[src/rtl/rv_branch_unit_bht.sv]
// -----------------------------------------------------------------------------
// rv_branch_unit_bht
//
// Execute-stage branch resolution unit with an integrated bimodal branch
// history table (BHT) of 2-bit saturating counters.
//
// The unit resolves conditional branches, JAL and JALR. It computes the
// target and link address, compares the outcome with what fetch predicted,
// and issues a registered redirect when fetch got it wrong. The BHT supplies
// a combinational direction prediction for the fetch PC and is trained only
// by resolved conditional branches.
//
// Ports
//   clk             clock, rising edge
//   reset_n         asynchronous active-low reset
//   pred_pc         fetch PC to predict
//   pred_taken      combinational prediction (MSB of the indexed counter)
//   ex_valid        execute-stage instruction valid
//   ex_pc           PC of the execute instruction
//   rs1_value       operand 1
//   rs2_value       operand 2
//   imm_value       sign-extended B/J/I immediate
//   funct3          branch condition
//   branch_op       conditional branch
//   jal_op          JAL
//   jalr_op         JALR
//   ex_pred_taken   direction fetch used for this instruction
//   ex_pred_target  target fetch used when ex_pred_taken=1
//   stall           hold all state
//   flush           kill the execute instruction
//   res_valid       registered: a control-flow instruction resolved
//   res_taken       registered actual direction
//   res_target      registered computed target
//   link_value      registered ex_pc+4 (rd value for JAL/JALR)
//   redirect_valid  registered mispredict pulse
//   redirect_pc     registered correct next PC
//   misalign_exc    registered instruction-address-misaligned exception
// -----------------------------------------------------------------------------
module rv_branch_unit_bht #(
    parameter int          XLEN          = 32,
    parameter int          BHT_ENTRIES   = 64,
    parameter logic [1:0]  BHT_RESET_CTR = 2'b01,
    parameter int          ALIGN_BITS    = 2
) (
    input  logic            clk,
    input  logic            reset_n,

    input  logic [XLEN-1:0] pred_pc,
    output logic            pred_taken,

    input  logic            ex_valid,
    input  logic [XLEN-1:0] ex_pc,
    input  logic [XLEN-1:0] rs1_value,
    input  logic [XLEN-1:0] rs2_value,
    input  logic [XLEN-1:0] imm_value,
    input  logic [2:0]      funct3,
    input  logic            branch_op,
    input  logic            jal_op,
    input  logic            jalr_op,
    input  logic            ex_pred_taken,
    input  logic [XLEN-1:0] ex_pred_target,
    input  logic            stall,
    input  logic            flush,

    output logic            res_valid,
    output logic            res_taken,
    output logic [XLEN-1:0] res_target,
    output logic [XLEN-1:0] link_value,
    output logic            redirect_valid,
    output logic [XLEN-1:0] redirect_pc,
    output logic            misalign_exc
);

    localparam int IDX = $clog2(BHT_ENTRIES);

    // ------------------------------------------------------------------
    // Branch history table
    // ------------------------------------------------------------------
    logic [1:0]     bht [BHT_ENTRIES];
    logic [IDX-1:0] pred_idx;
    logic [IDX-1:0] ex_idx;
    logic [1:0]     ex_ctr;
    logic [1:0]     ex_ctr_next;

    assign pred_idx = pred_pc[IDX+1:2];
    assign ex_idx   = ex_pc[IDX+1:2];

    // Reading the array directly gives the pre-update value when fetch and
    // execute hit the same entry in the same cycle.
    assign pred_taken = bht[pred_idx][1];
    assign ex_ctr     = bht[ex_idx];

    // ------------------------------------------------------------------
    // Condition evaluation
    // ------------------------------------------------------------------
    logic cond;
    logic taken;

    always_comb begin
        cond = 1'b0;
        unique case (funct3)
            3'b000:  cond = (rs1_value == rs2_value);
            3'b001:  cond = (rs1_value != rs2_value);
            3'b100:  cond = ($signed(rs1_value) <  $signed(rs2_value));
            3'b101:  cond = ($signed(rs1_value) >= $signed(rs2_value));
            3'b110:  cond = (rs1_value <  rs2_value);
            3'b111:  cond = (rs1_value >= rs2_value);
            default: cond = 1'b0;
        endcase
    end

    assign taken = jal_op | jalr_op | (branch_op & cond);

    // ------------------------------------------------------------------
    // Target, link and mispredict detection
    // ------------------------------------------------------------------
    logic [XLEN-1:0] jalr_sum;
    logic [XLEN-1:0] pc_rel_target;
    logic [XLEN-1:0] target;
    logic [XLEN-1:0] link;
    logic            misalign;
    logic            mispredict;
    logic            resolve;
    logic            train;

    assign jalr_sum      = rs1_value + imm_value;
    assign pc_rel_target = ex_pc + imm_value;
    assign target        = jalr_op ? {jalr_sum[XLEN-1:1], 1'b0} : pc_rel_target;
    assign link          = ex_pc + XLEN'(4);

    assign misalign   = taken & (target[ALIGN_BITS-1:0] != '0);
    assign mispredict = (taken != ex_pred_taken)
                      | (taken & ex_pred_taken & (target != ex_pred_target));

    assign resolve = ex_valid & (branch_op | jal_op | jalr_op) & ~stall & ~flush;
    assign train   = resolve & branch_op;

    always_comb begin
        ex_ctr_next = ex_ctr;
        if (taken) begin
            if (ex_ctr != 2'b11) begin
                ex_ctr_next = ex_ctr + 2'b01;
            end
        end else begin
            if (ex_ctr != 2'b00) begin
                ex_ctr_next = ex_ctr - 2'b01;
            end
        end
    end

    always_ff @(posedge clk or negedge reset_n) begin
        if (!reset_n) begin
            for (int i = 0; i < BHT_ENTRIES; i++) begin
                bht[i] <= BHT_RESET_CTR;
            end
        end else if (train) begin
            bht[ex_idx] <= ex_ctr_next;
        end
    end

    // ------------------------------------------------------------------
    // Registered resolution outputs
    // ------------------------------------------------------------------
    always_ff @(posedge clk or negedge reset_n) begin
        if (!reset_n) begin
            res_valid      <= 1'b0;
            res_taken      <= 1'b0;
            res_target     <= '0;
            link_value     <= '0;
            redirect_valid <= 1'b0;
            redirect_pc    <= '0;
            misalign_exc   <= 1'b0;
        end else if (!stall) begin
            // Pulses drop on any non-resolving cycle; data holds its last value.
            res_valid      <= resolve;
            redirect_valid <= resolve & mispredict & ~misalign;
            misalign_exc   <= resolve & misalign;
            if (resolve) begin
                res_taken   <= taken;
                res_target  <= target;
                link_value  <= link;
                redirect_pc <= taken ? target : link;
            end
        end
    end

    // Fetch PC bits outside the index and the dropped JALR LSB are not needed.
    logic unused_bits;
    assign unused_bits = ^{pred_pc[XLEN-1:IDX+2], pred_pc[1:0], jalr_sum[0]};

endmodule

[config.mk]
export PLATFORM = sky130hd
export DESIGN_NAME = rv_branch_unit_bht
export DESIGN_NICKNAME = d
export VERILOG_FILES = /design/src/rtl/rv_branch_unit_bht.sv
export SDC_FILE = /design/constraint.sdc
export NUM_CORES = 1
export LEC_CHECK = 0
export BUFFER_PORTS_ARGS = -buffer_cell sky130_fd_sc_hd__buf_2
export CORE_MARGIN = 4
export CORE_UTILIZATION = 52
export DETAILED_ROUTE_END_ITERATION = 12
export PLACE_DENSITY_LB_ADDON = 0.1
export SYNTH_ARGS = -nofsm -noshare
export SYNTH_HDL_FRONTEND = slang
export SYNTH_SLANG_ARGS = --single-unit
[constraint.sdc]
create_clock -name clk -period 3.2 [get_ports clk]
set_input_delay 0.48 -clock clk [delete_from_list [all_inputs] [get_ports clk]]
set_output_delay 0.48 -clock clk [all_outputs]
set_load 0.01 [all_outputs]
==> flow_results.org, run 1 <==
** Run status
- The run finished, with violations left.
- Violations in the final reports :: negative hold slack, negative setup slack

** Place
- Summed over all nets, the half-perimeter wirelength after detailed placement is between 50000 and 60000 um.
- GPL Wtd Cong :: just under 1
- Summing all placed instances gives a cell area of 0.0220 sq mm.
- The count of buffers added on input and output ports is roughly 280.

** Die
- The floorplan step defined a die boundary enclosing around 0.035 sq mm.
- Placeable core region :: 0.0317 sq mm
- For this configuration, the core starts out at a cell density of 0.529.
- FP Rows :: 65
- I/O Pins :: around 310
- Floorplan die height :: 188 um
- The floorplan step set the die width to around 190 um.

** Synth
- Warnings, synthesis :: 0
- Most numerous cell in the Yosys netlist :: nand2_1
- Of the total synthesized cell area, the portion taken by AND, OR, NAND and NOR gates is 0.176.
- Most used flip-flop cell after synthesis :: dfrtp_1
- Synthesis instantiated a little over 80 different standard cells from the library.
- Each instance of the synthesized netlist takes up on average just over 9 sq um.
- Of the total synthesized cell area, the portion taken by XOR and XNOR cells is 0.0622.
- Ranked by total cell area, the synthesized netlist is headed by dfrtp_1 24%, dfstp_2 10%, mux2_2 8.7%.
- The synthesized design spends more area on one cell type than any other, namely dfrtp_1.
- Commonest cells post-synth :: 234 x nand2_1, 164 x dfrtp_1, 150 x nor2_1
- After synthesis the cells add up to roughly 0.017 sq mm.
- Multiplexer share of the synthesized area :: 0.124
- When the netlist entered floorplanning its net count stood at approximately 2100.
- By area, the combinational part of the netlist is dominated by compound AO/OA/AOI/OAI gates.
- Number of instances in the synthesized netlist :: approximately 1800
- The area fraction in compound gates after synthesis came to 0.184.
- Adder-cell share of the synthesized area :: 0.0745
- Counting flops with a built-in enable in the synthesized netlist gives 0.
- In this run, synthesis produced a sequential element count of approximately 230.
- Register area share after synthesis :: 0.345
- Of all flip-flops after synthesis, the portion carrying an async set or reset was 1.00.
- Area fraction of the dominant cell type after synthesis :: 0.245

** Timing
- Count of final setup violators :: around 130
- On the final layout, the worst clock skew is approximately 0.0095 ns.
- Measured against its own limit, the worst slew margin works out to 0.295.
- In the post-route analysis, the smallest setup slack over all paths is -1.10 ns.
- Hold timing on the final database bottoms out at a slack of -0.00520 ns.
- Number of pins with negative max-slew slack in the final report :: 0
- Timing would allow up to around 230 MHz.
- Fin crit share :: 1.34
- Number of hold-slack violations in the final timing report :: 8
- Counting I/O delays and the setup requirement, the final critical path takes between 4 and 5 ns.
- Setup repair after global routing missed its margin :: true
- For the pin with the worst max-slew slack, the measured transition is a little over 1 ns.

** Flow run
- The tool flagged a number of max-cap violations equal to 0.

** Finish
- Number of antenna cells inserted :: 0
- Util after Layout :: 0.749
- Of the cells placed in the final design, the portion with a size suffix greater than 1 is 0.421.
- Final std cell area, no fill :: between 0.02 and 0.025 sq mm
- At the end of the flow, the number of nets in the layout was approximately 2800.
- The area growth from synthesis to layout is 41.5%.

** Critical path
- For the worst setup path, the data arrival time is ~4.7 ns.
- WP buf/inv :: 2
- Worst path top cell family by delay :: compound AO/OA/AOI/OAI gates
- On the worst path, the slowest cell contributes a delay of roughly 0.40 ns.
- Worst Path Required :: 3.63 ns
- The critical path is of the in2reg type.
- Traced cell by cell, the critical path runs through buf_8 > ha_4 > nor2b_1 > o21a_1 > o21a_1 > o21ai_1 > a21oi_1 > o31a_1 > o41ai_4 > a211oi_2 > o31a_4 > inv_8 > ha_4 > nor2_4 > o211ai_1 > nor4_1 > o211ai_1 > nor4_1 > nand4_1 > nor4b_2 > and4_1 > nand4_1 > o32a_1.
- Critical path startpoint category :: input port
- The most critical setup path has its startpoint at rs1_value[1].
- Critical path capture point type :: flip-flop
- Maximum net fanout on the critical path :: 2
- The largest individual stage delay along the critical path comes from the cell o31a_4.
- For flop-to-flop paths, the worst setup slack is 0.05 ns.
- Startpoint of the worst register-to-register path :: bht[81]

** Clock network
- Buffers inserted during clock tree synthesis total 25.
- Number of levels in the clock H-tree :: 1
- Root buffer cell :: clkbuf_16
- Clock Tree Buf Depth :: 3
- Latest clock arrival within the worst-skew pair :: 0.55 ns
- Clock Sink Count :: ~230
- After clock tree synthesis, the clock-pin slew on the worst setup and hold paths is ~0.06 ns.
- Clock tree from TritonCTS :: yes
- Hold bufs inserted after CTS :: 0

** Power and ir drop
- Register share of total power :: 0.337
- Worst VDD drop :: between 0.0004 and 0.0005 V
- Dividing total power by cell area gives a power density of roughly 430 mW/mm^2.
- The share of total power dissipated in combinational logic is 0.359.
- Part of the power in the clock network :: 0.304
- Switch share :: 0.327
- Switching power of the nets :: 0.00337 W
- Cell leakage power :: approximately 12 nW
- Power Internal :: slightly below 0.007 W

** Route
- Dividing the detail-routed wire length by the instance count gives 22.8 um.
- WL final :: between 60000 and 70000 um
- The first routing iteration left 1439 violations.
- Number of antenna-violating nets in the routed design :: 0
- The final route contains ~18000 vias.
- Using the TritonRoute via totals, the vias-per-cell ratio works out to between 6 and 7.
- Number of detailed-route iterations in the first pass :: 6
- Number of remaining DRC errors :: 0

** GRT
- Entering global routing, the biggest net connects between 100 and 150 pins.
- For this run, the total global-route usage over all layers was measured as 0.362.
- The number of global-route vias before repair is approximately 18000.
- The initial antenna violation count was 3.
- Total gr overflow :: 0
- The first global-routing pass estimated between 100000 and 150000 um of wire.

** Min path
- Min-delay worst type :: in2async
-- power groups by stage --
stage / clock network [W] / registers, W / logic [W]
after floorplan: 0 / 0.00360 / 0.00153
after global placement: 0 / 0.00350 / 0.00337
after detailed placement: 0 / 0.00351 / 0.00342
after CTS: 0.00314 / 0.00346 / 0.00362
after global routing: 0.00327 / 0.00350 / 0.00397
final: 0.00313 / 0.00347 / 0.00371
-- area by class of cell --
class,count,area [sq um]
multi-input cells,1449,11000
fillers,2353,7960
flip-flops and latches,228,5790
repair buffers,743,5390
clock buffers,33,676
well taps,402,503
inverters,54,215
clock inverters,13,211
-- cells by family (layout without fill, tap and decap cells) --
family / after synthesis / in the layout
buffers and inverters: 150 / 843
muxes: 165 / 165
DFF: 228 / 228
AOI/OAI and AO/OA: 447 / 447
xor gates and xnor gates: 108 / 108
adders and majority gates: 99 / 99
and+or+nand+nor: 630 / 630
-- metrics by stage --
step / cells / hold slack [ns] / power (W) / worst slack [ns] / setup TNS (ns)
after floorplan: 1827 / 0.184 / 0.00513 / -1.26 / -13.31
after global placement: 2849 / 0.454 / 0.00687 / -1.61 / -118.40
after detailed placement: 2849 / 0.457 / 0.00693 / -1.75 / -118.43
after CTS: 2918 / 0.00621 / 0.0102 / -1.12 / -41.67
after global routing: 2922 / 0.0369 / 0.0107 / -1.38 / -71.36
final: 2922 / -0.00520 / 0.0103 / -1.10 / -60.99
-- final timing paths --
check	cells past startpoint	to
worst max register to register	13	bht[23]
worst max-delay path	23	redirect_valid
min in group clk	3	res_valid
worst min register to register	2	res_target[25]
max in group asynchronous	2	bht[68]
worst min-delay path	1	redirect_pc[26]
-- sequential cells by signal (all words and copies together), names as in the netlist --
name            flops
redirect_valid      1
misalign_exc        1
res_valid           1
res_taken           1
link_value         32
redirect_pc        32
res_target         32
bht               128
-- layer usage --
layer  up-vias  track usage  share of wire
met2       961        0.637           0.49
met1      8514        0.419           0.36
met5         -            0        0.00066
met4         6        0.206          0.072
li1       8093            -              -
met3       292       0.0575          0.074
-- cell usage in the layout (no fill, tap or decap), drive strengths merged, types with 14 or more instances in the layout --
cell,instances
a22oi,47
nand2,234
xnor2,49
xor2,52
nor2,150
ha,95
a211oi,15
nand4,38
inv,56
mux2,130
mux4,22
dfrtp,164
nor2b,14
clkbuf,36
buf,740
dfstp,64
o21ai,80
and3,18
nand3,49
a21oi,91
a21o,68
nor3,41
-- timing repair --
| item | in CTS | in global routing |
|---|---|---|
| gates cloned | 12 | 2 |
| gates resized for setup | 49 | 60 |
| buffers inserted | 11 | 9 |
| endpoints found under the setup margin | 136 | 146 |
| endpoints found under the hold margin | 0 | 0 |
| pin swaps | 3 | 14 |
Power figures use the tool's default switching activity.
==> inputs of run 2 (changes only) <==
Settings changed: PLACE_DENSITY set to 0.84, PLACE_DENSITY_LB_ADDON 0.1 to not set.
==> run 2 against run 1 <==
The flow finishes with violations (negative setup slack). Power rose by 0.21%. Critical path depth did not move. Global-route usage rose by 0.15 points. Worst hold slack improved by 0.28 ns. Routed wire length rose by 4.1%. Clock power rose by 1%. Die area did not move. Sequential power barely moved. Register-to-register slack improved by 0.04 ns. Via count rose by 3.5%. Combinational power barely moved. Largest cell class unchanged. Largest power group unchanged.
==> flow_results.org, run 2 (synthesized netlist as in run 1, its figures left out) <==
** Timing
- Worst slew margin :: 0.346
- After layout, the minimum clock period comes to around 4.4 ns.
- Setup repair after global routing missed its margin :: true
- Setup violations remaining at the end of the flow were counted as 35.
- Number of hold-slack violations in the final timing report :: 0
- Final clock skew :: 0.0260 ns
- Number of pins with negative max-slew slack in the final report :: 0
- Of the available clock period, the critical path in the final layout requires 1.36.
- After layout, the worst setup slack is -1.16 ns.
- Sum of negative setup slack :: -3.98 ns
- Derived from the worst setup path, the maximum achievable clock frequency is ~230 MHz.
- Transition time at the pin with the least slew margin :: approximately 1 ns

** Route
- Average detailed-routed wire length per instance :: about 24 um
- Via-per-instance ratio :: between 6 and 7
- In this run the remaining antenna-violating nets after routing total 0.
- WL final :: a little under 70000 um
- After the first detailed-routing iteration, the DRC count stood at 2243.
- For this run, the detailed router's first-pass iteration total came to 6.
- In the routed design, unresolved DRC markers number 0.
- Vias post-DR :: about 18000

** Critical path
- Slowest Stage Delay on Critical Path :: 0.39 ns
- Crit path arrival time :: about 4.8 ns
- The critical path contains buffers and inverters numbering 2 combined.
- Traced cell by cell, the critical path runs through buf_8 > ha_4 > nor2b_4 > o21a_1 > o21a_1 > o21ai_2 > a21oi_2 > o31a_1 > o41ai_2 > a211oi_1 > o31a_4 > inv_8 > ha_4 > nor2_1 > o211ai_1 > nor4_1 > o211ai_1 > nor4_1 > nand4_1 > nor4b_2 > and4_1 > nand4_1 > o32a_1.
- Along the worst path, the maximum fanout reaches 3.
- Critical path capture point type :: flip-flop
- Highest-delay cell along the critical path :: o31a_4
- STA puts the critical path data required time at about 3.6 ns.
- STA classifies the critical path startpoint as an input port.
- Broken down by cell family, the worst path's largest delay share belongs to compound AO/OA/AOI/OAI gates.
- Type of the worst setup path :: in2reg

** GRT
- For this run, the total global-route usage over all layers was measured as 0.363.
- Entering global routing, the biggest net connects 79 pins.
- Global routing finished with a remaining overflow of 0.
- Wire length of the first global-routing pass :: ~100000 um
- Number of antenna violations at the first check in global routing :: 0
- The number of global-route vias before repair is ~18000.

** Finish
- The register with the most flip-flops in the layout has 128 of them.
- In the layout the commonest cells are 423 x buf_4, 274 x buf_2, 233 x nand2_1.
- Register with the most flip-flops :: bht
- Relative to the synthesized area, the layout overhead comes to 39.6%.
- Final nets :: about 2800
- The layout has roughly 2200 filler cells.
- Number of antenna cells inserted :: 0
- Register cell area after layout :: 0.00579 sq mm
- Share of final-layout standard cells stronger than drive strength 1 :: 0.418
- At the end of the flow the core is filled with cells to 0.739.
- The finished layout holds just under 3000 standard cells, fillers aside.
- The library cell used most frequently in the layout, excluding fill and tap cells, is buf_4.
- Summing all multi-input logic gate instances after layout gives 0.0109 sq mm.

** Flow run
- Across the run, the number of max-cap violations was 0.

** Place
- GPL Wtd Cong :: around 1.0
- Post-Place Cells :: ~2800
- After legalization and detailed placement, the total HPWL measured 52600 um.
- Port-buffer cells :: ~280

** Min path
- The path class of the tightest hold or removal check is in2reg.

** Power and ir drop
- The share of total power dissipated in sequential elements is 0.336.
- Worst VDD drop :: about 0.00050 V
- Pwr dens :: approximately 440 mW/mm^2
- Share of total power in combinational logic :: 0.358
- For this design the static power due to leakage is ~12 nW.
- Switching power of the nets :: about 0.0035 W
- Part of the power in the clock network :: 0.306
- Switch share :: 0.334
- Internal power comes to 0.00688 W.
- Post-route total power :: 0.0103 W

** Die
- Starting density of the core :: 0.529
- Floorplan die height :: 188 um
- FP Rows :: between 60 and 70
- Placeable core region :: 0.0317 sq mm
- about 310 I/O pins were placed.
- The die is approximately 190 um wide.
- Die area :: approximately 0.035 sq mm

** Clock network
- Clock-pin slew was measured on the worst setup and hold paths at around 0.070 ns.
- Number of CTS-inserted buffers :: 25
- Counting every sink on the clock net gives between 200 and 250.
- Clock Tree Buf Depth :: 3
- The root buffer cell chosen for the clock tree is clkbuf_16.
- Latest clock arrival within the worst-skew pair :: ~0.56 ns
- TritonCTS built the clock tree.
- CTS built an H-tree with a depth of 1.

** Run status
- The final reports fail on negative setup slack.
- The flow ran to the end, but the final reports show violations.
run 2: cell types whose count changed in the layout (fill, tap and decap cells not counted), moves of 3 or more:
cell / change
a21oi_2: +3
nor2_1: +4
mux2_2: +12
ha_1: -4
mux2_4: -12
ha_4: +4
clkinv_2: -3
buf_6: -4
buf_12: -4
buf_4: -5
buf_16: -6
run 2: metrics by stage:
| stage | setup WS [ns] | hold WS [ns] | instance area [sq um] |
|---|---|---|---|
| floorplan | -1.26 | 0.184 | 17200 |
| global placement | -1.63 | 0.453 | 22000 |
| detailed placement | -1.83 | 0.458 | 22000 |
| CTS | -1.15 | 0.263 | 23100 |
| global route | -1.40 | 0.267 | 23400 |
| finish | -1.16 | 0.275 | 23400 |
run 2: path summary, 6_finish.rpt:
check	start	to	slack [ns]	cells after the start
max in group asynchronous	reset_n	bht[114]	1.84	3
max reg2reg	bht[81]	bht[97]	0.09	12
max	rs1_value[1]	redirect_valid	-1.16	23
min in group asynchronous	reset_n	res_target[22]	0.48	2
min	stall	res_valid	0.27	3
min reg2reg	link_value[6]	link_value[6]	0.47	1
run 2: power groups by stage:
stage | clock network, W | registers, W | logic (W)
after global routing | 0.00328 | 0.00351 | 0.00393
after detailed placement | 0 | 0.00351 | 0.00345
after CTS | 0.00315 | 0.00346 | 0.00353
after floorplan | 0 | 0.00360 | 0.00153
final | 0.00317 | 0.00347 | 0.00370
after global placement | 0 | 0.00349 | 0.00339
run 2: repair_timing:
| item | CTS | global route |
|---|---|---|
| endpoints found under the hold margin | 52 | 0 |
| endpoints found under the setup margin | 137 | 139 |
| setup buffers | 1 | 11 |
| pin swaps | 10 | 15 |
| cloned | 2 | 5 |
| hold buffers | 1 | 0 |
| resized for setup | 22 | 53 |
run 2: final cells by class:
cell class,instances,area share
inverter,54,0.00919
timing repair buffer,725,0.217
multi-input combinational,1449,0.467
clock buffer,36,0.0306
tap,402,0.0215
sequential,228,0.247
clock inverter,10,0.00753
run 2: worst reg2reg max path, delay by kind of cell, from the launching register on:
| family | cells | cell delay (ns) |
|---|---|---|
| AOI/OAI and AO/OA | 6 | 1.12 |
| muxes | 2 | 0.54 |
| DFF | 1 | 0.43 |
| adders and majority gates | 1 | 0.43 |
| buffers and inverters | 2 | 0.33 |
| and+or+nand+nor | 1 | 0.14 |
run 2: metal layers:
layer,vias to the layer above,wire [um],global-route usage
met5,-,0,0
met4,0,4760,0.162
met3,349,7110,0.0586
met2,1308,32200,0.607
met1,8805,25500,0.467
li1,8025,-,-
==> inputs of run 3 (changes only) <==
Settings changed: ABC_AREA set to 1, CORE_UTILIZATION 52 to 45, PLACE_DENSITY 0.84 to 0.74.
==> run 3 against run 2 <==
The run now ends clean. Via count grew 8.4%. Combinational power fell by 22%. Worst hold slack got worse by 0.060 ns. Sequential cell count unchanged. Largest power group is now sequential cells. Highest routed layer is now met5. Design area fell by 4.6%. Sequential share of layout area grew 1.2 points. Routed wire length fell by 3.6%. Utilization decreased by 19 points. Critical endpoint is now pred_taken. Global-route usage fell by 7.1 points.
==> flow_results.org, run 3 <==
** Finish
- Layout filler cell count :: between 4000 and 5000
- Area added between synthesis and finish :: 19.4%
- The top cell types in the final layout, fill and taps aside, are 1201 x nand2_1, 457 x inv_1, 277 x buf_2.
- In the final layout, the share of cells above drive strength 1 is 0.181.
- The register with the most flip-flops in the final layout is bht.
- The register with the most flip-flops in the layout has roughly 130 of them.
- Leaving out fill and tap cells, the most frequent cell in the layout is nand2_1.
- The finished cells cover about 0.022 sq mm.
- Final nets :: approximately 3600
- Util after Layout :: 0.545

** Synth
- In the synthesized netlist, the cells that appear most often are 1201 x nand2_1, 458 x inv_1, 193 x nor2_1.
- In this run, synthesis inferred 0 flip-flops with an integrated enable.
- The most used flip-flop cell after synthesis is dfrtp_1.
- Yosys top cell by area :: nand2_1
- A synthesized cell averages 6.31 sq um.
- Total standard cell area after synthesis :: roughly 0.019 sq mm
- Async set-or-reset flop fraction in the synthesized netlist :: 1.00
- Biggest area contributors in the synthesized netlist :: nand2_1 24%, dfrtp_1 22%, inv_1 9.2%
- Synthesis handed over a netlist of between 2000 and 3000 instances.
- For this run, the register share of the synthesized area comes to 0.309.
- Most numerous cell in the Yosys netlist :: nand2_1
- #FFs+latches synth :: 228
- Area fraction of the dominant cell type after synthesis :: 0.241
- Count of cell types in the netlist :: 57
- Syn_nets :: between 3000 and 4000
- Yosys printed 0 warnings.

** Route
- Average detailed-routed wire length per instance :: roughly 17 um
- Via-per-instance ratio :: between 5 and 6
- WL final :: ~67000 um
- Number of antenna-violating nets in the routed design :: 0
- The first routing iteration left 1875 violations.
- Number of detailed-route iterations in the first pass :: 8
- In the routed design, unresolved DRC markers number 0.
- Vias post-DR :: 20046

** Timing
- Number of hold-slack violations in the final timing report :: 0
- Tmin final :: between 2 and 3 ns
- For the final database, setup skew stands at 0.0196 ns.
- Dividing the final minimum period by the clock period gives 0.879.
- The number of pins with negative max-slew slack in the final report is 0.
- Transition time at the pin with the least slew margin :: between 0.9 and 1 ns
- Measured against its own limit, the worst slew margin works out to 0.392.
- Setup violations remaining at the end of the flow were counted as 0.
- FMAX :: 356 MHz
- Setup repair after global routing missed its margin :: false
- Setup slack on the critical path of the routed design comes to between 0.3 and 0.4 ns.

** Clock network
- Clock tree from TritonCTS :: yes
- After clock tree synthesis, the setup repair step added 0 buffers.
- Clock Tree Buf Depth :: 3
- Number of CTS-inserted buffers :: 25
- The clock drives around 230 sinks.
- Clock latency on the worst-skew pair, taken at its later pin, is 0.55 ns.
- Root buffer cell :: clkbuf_16
- CTS built an H-tree with a depth of 1.
- After clock tree synthesis, the clock-pin slew on the worst setup and hold paths is roughly 0.07 ns.

** Place
- Post-DP HPWL :: approximately 53000 um
- Once placement finished, the instance area stood at 0.0215 sq mm.
- Before CTS, the worst setup slack after placement is -0.111 ns.
- At the end of routability-driven placement, the weighted congestion stood at between 0.9 and 1.
- The count of buffers added on input and output ports is approximately 280.

** Min path
- Launch instance of the worst min-delay path :: stall
- The worst hold path terminates at res_valid.
- The worst hold path passes through 3 cells.
- Min-delay worst type :: in2reg

** Critical path
- Data on the critical path is required at its endpoint by 2.72 ns.
- Register-to-register setup slack :: between 0.8 and 0.9 ns
- Type of the worst setup path :: in2out
- Maximum net fanout on the critical path :: 27
- Slowest Stage Delay on Critical Path :: a little under 0.6 ns
- Endpoint of the most critical register-to-register path :: bht[71]
- Most common cell on crit path :: buf_2
- Worst path cell trace :: buf_2 > inv_1 > a221oi_1 > o32ai_1 > o211ai_1 > nand2_1 > buf_2
- For this design, the slowest cell found on the critical path is a221oi_1.
- STA puts the critical path data arrival time at 2.33 ns.
- STA classifies the critical path startpoint as an input port.
- Startpoint of the worst register-to-register path :: bht[73]
- STA classifies the critical path endpoint as a primary output.
- Number of cell instances on the worst register-to-register path :: 10

** GRT
- After global routing the overflow that remains totals 0.
- Number of antenna violations at the first check in global routing :: 4
- The first global-routing pass estimated 103000 um of wire.
- In the global route stage, overall resource usage came out at 0.292.
- Entering global routing, the biggest net connects 90 pins.
- Via count of the first global-routing pass :: between 15000 and 20000

** Die
- For this configuration, the core starts out at a cell density of 0.456.
- FP Rows :: 74
- ~300 I/O pins were placed.
- Placeable core region :: approximately 0.04 sq mm
- The die is between 200 and 250 um wide.
- The die covers between 0.04 and 0.05 sq mm.
- Measured along the y axis, the die boundary spans 212 um.

** Power and ir drop
- Power spread over the standard cell area amounts to between 400 and 500 mW/mm^2.
- IR analysis of the VDD net gives a maximum drop of about 0.00028 V.
- In this run the static leakage power is about 12 nW.

** Run status
- The run finished with clean final reports.

** Flow run
- Max capacitance violation total :: 0
==> run 3: changes by cell type in the layout (fill, tap and decap cells not counted), moves of 38 or more <==
cell / delta
nand2_1: +968
mux2_4: -63
o21ai_2: +53
buf_4: -309
a22oi_1: -38
a21o_1: -66
inv_1: +405
mux2_2: -67
nand3_1: +134
nor2_1: +43
==> run 3: cell families (layout without fill, tap and decap cells) <==
| family | count (synthesis) | count (layout) | synth area share |
|---|---|---|---|
| flip-flops | 228 | 228 | 0.309 |
| adder cells (fa/ha/maj) | 97 | 97 | 0.0656 |
| AND/OR/NAND/NOR | 1733 | 1733 | 0.381 |
| buffers and inverters | 553 | 928 | 0.120 |
| AO/OA/AOI/OAI | 322 | 322 | 0.108 |
| other | 0 | 3 | 0 |
| XOR/XNOR | 34 | 34 | 0.0159 |
==> run 3: worst max-delay path by stage <==
stage	slack, ns	to	start	cells past startpoint
6_report	0.39	pred_taken	pred_pc[3]	7
5_1_grt	0.13	bht[52]	rs2_value[31]	21
4_1_cts	0.42	bht[62]	rs1_value[15]	20
3_5_place_dp	-0.11	bht[92]	rs1_value[15]	20
3_3_place_gp	-0.03	bht[82]	rs1_value[15]	20
2_1_floorplan	0.37	redirect_valid	rs2_value[31]	20
==> run 3: layout make-up <==
type                            instances  area [sq um]  share of cell area
Multi-Input combinational cell       2186         10700               0.478
Inverter                              475          1790              0.0799
Timing Repair Buffer                  407          2550               0.114
Tap cell                              532           666              0.0298
Clock inverter                         12           170             0.00761
Sequential cell                       228          5790               0.259
Clock buffer                           34           709              0.0317
Antenna cell                            3          7.51            0.000336
==> run 3: report_power, final <==
group	internal, W	leakage [nW]	switching, W	total (W)
Clock	0.00188	0.434	0.00125	0.00313
Combinational	0.00104	9.13	0.00185	0.00288
Sequential	0.00321	2.77	0.000182	0.00339
==> run 3: repair_timing <==
item | 4_1_cts | 5_1_grt
hold buffers | 1 | 0
gates resized for setup | 0 | 0
endpoints found under the setup margin | 0 | 0
hold endpoints to repair | 50 | 0
==> run 3: worst max-delay path: cells and delay by family <==
family / cells / cell delay, ns
AO/OA/AOI/OAI: 3 / 0.90
buffers and inverters: 3 / 0.86
AND/OR/NAND/NOR: 1 / 0.07
==> run 3: layer usage <==
| layer | part of all wire | track usage | vias to the layer above |
|---|---|---|---|
| met2 | 0.45 | 0.479 | 842 |
| met3 | 0.10 | 0.0745 | 171 |
| met1 | 0.40 | 0.367 | 8971 |
| met4 | 0.050 | 0.123 | 6 |
| met5 | 0.00054 | 0 | - |
| li1 | - | - | 10056 |
==> run 3: metrics by stage <==
stage | setup TNS, ns | total power (W) | cells | hold WS, ns
floorplan | 0 | 0.00499 | 2967 | 0.184
global placement | -0.981 | 0.00626 | 3827 | 0.455
detailed placement | -6.68 | 0.00629 | 3827 | 0.457
CTS | 0 | 0.00943 | 3874 | 0.209
global route | 0 | 0.00992 | 3875 | 0.233
finish | 0 | 0.00941 | 3877 | 0.215
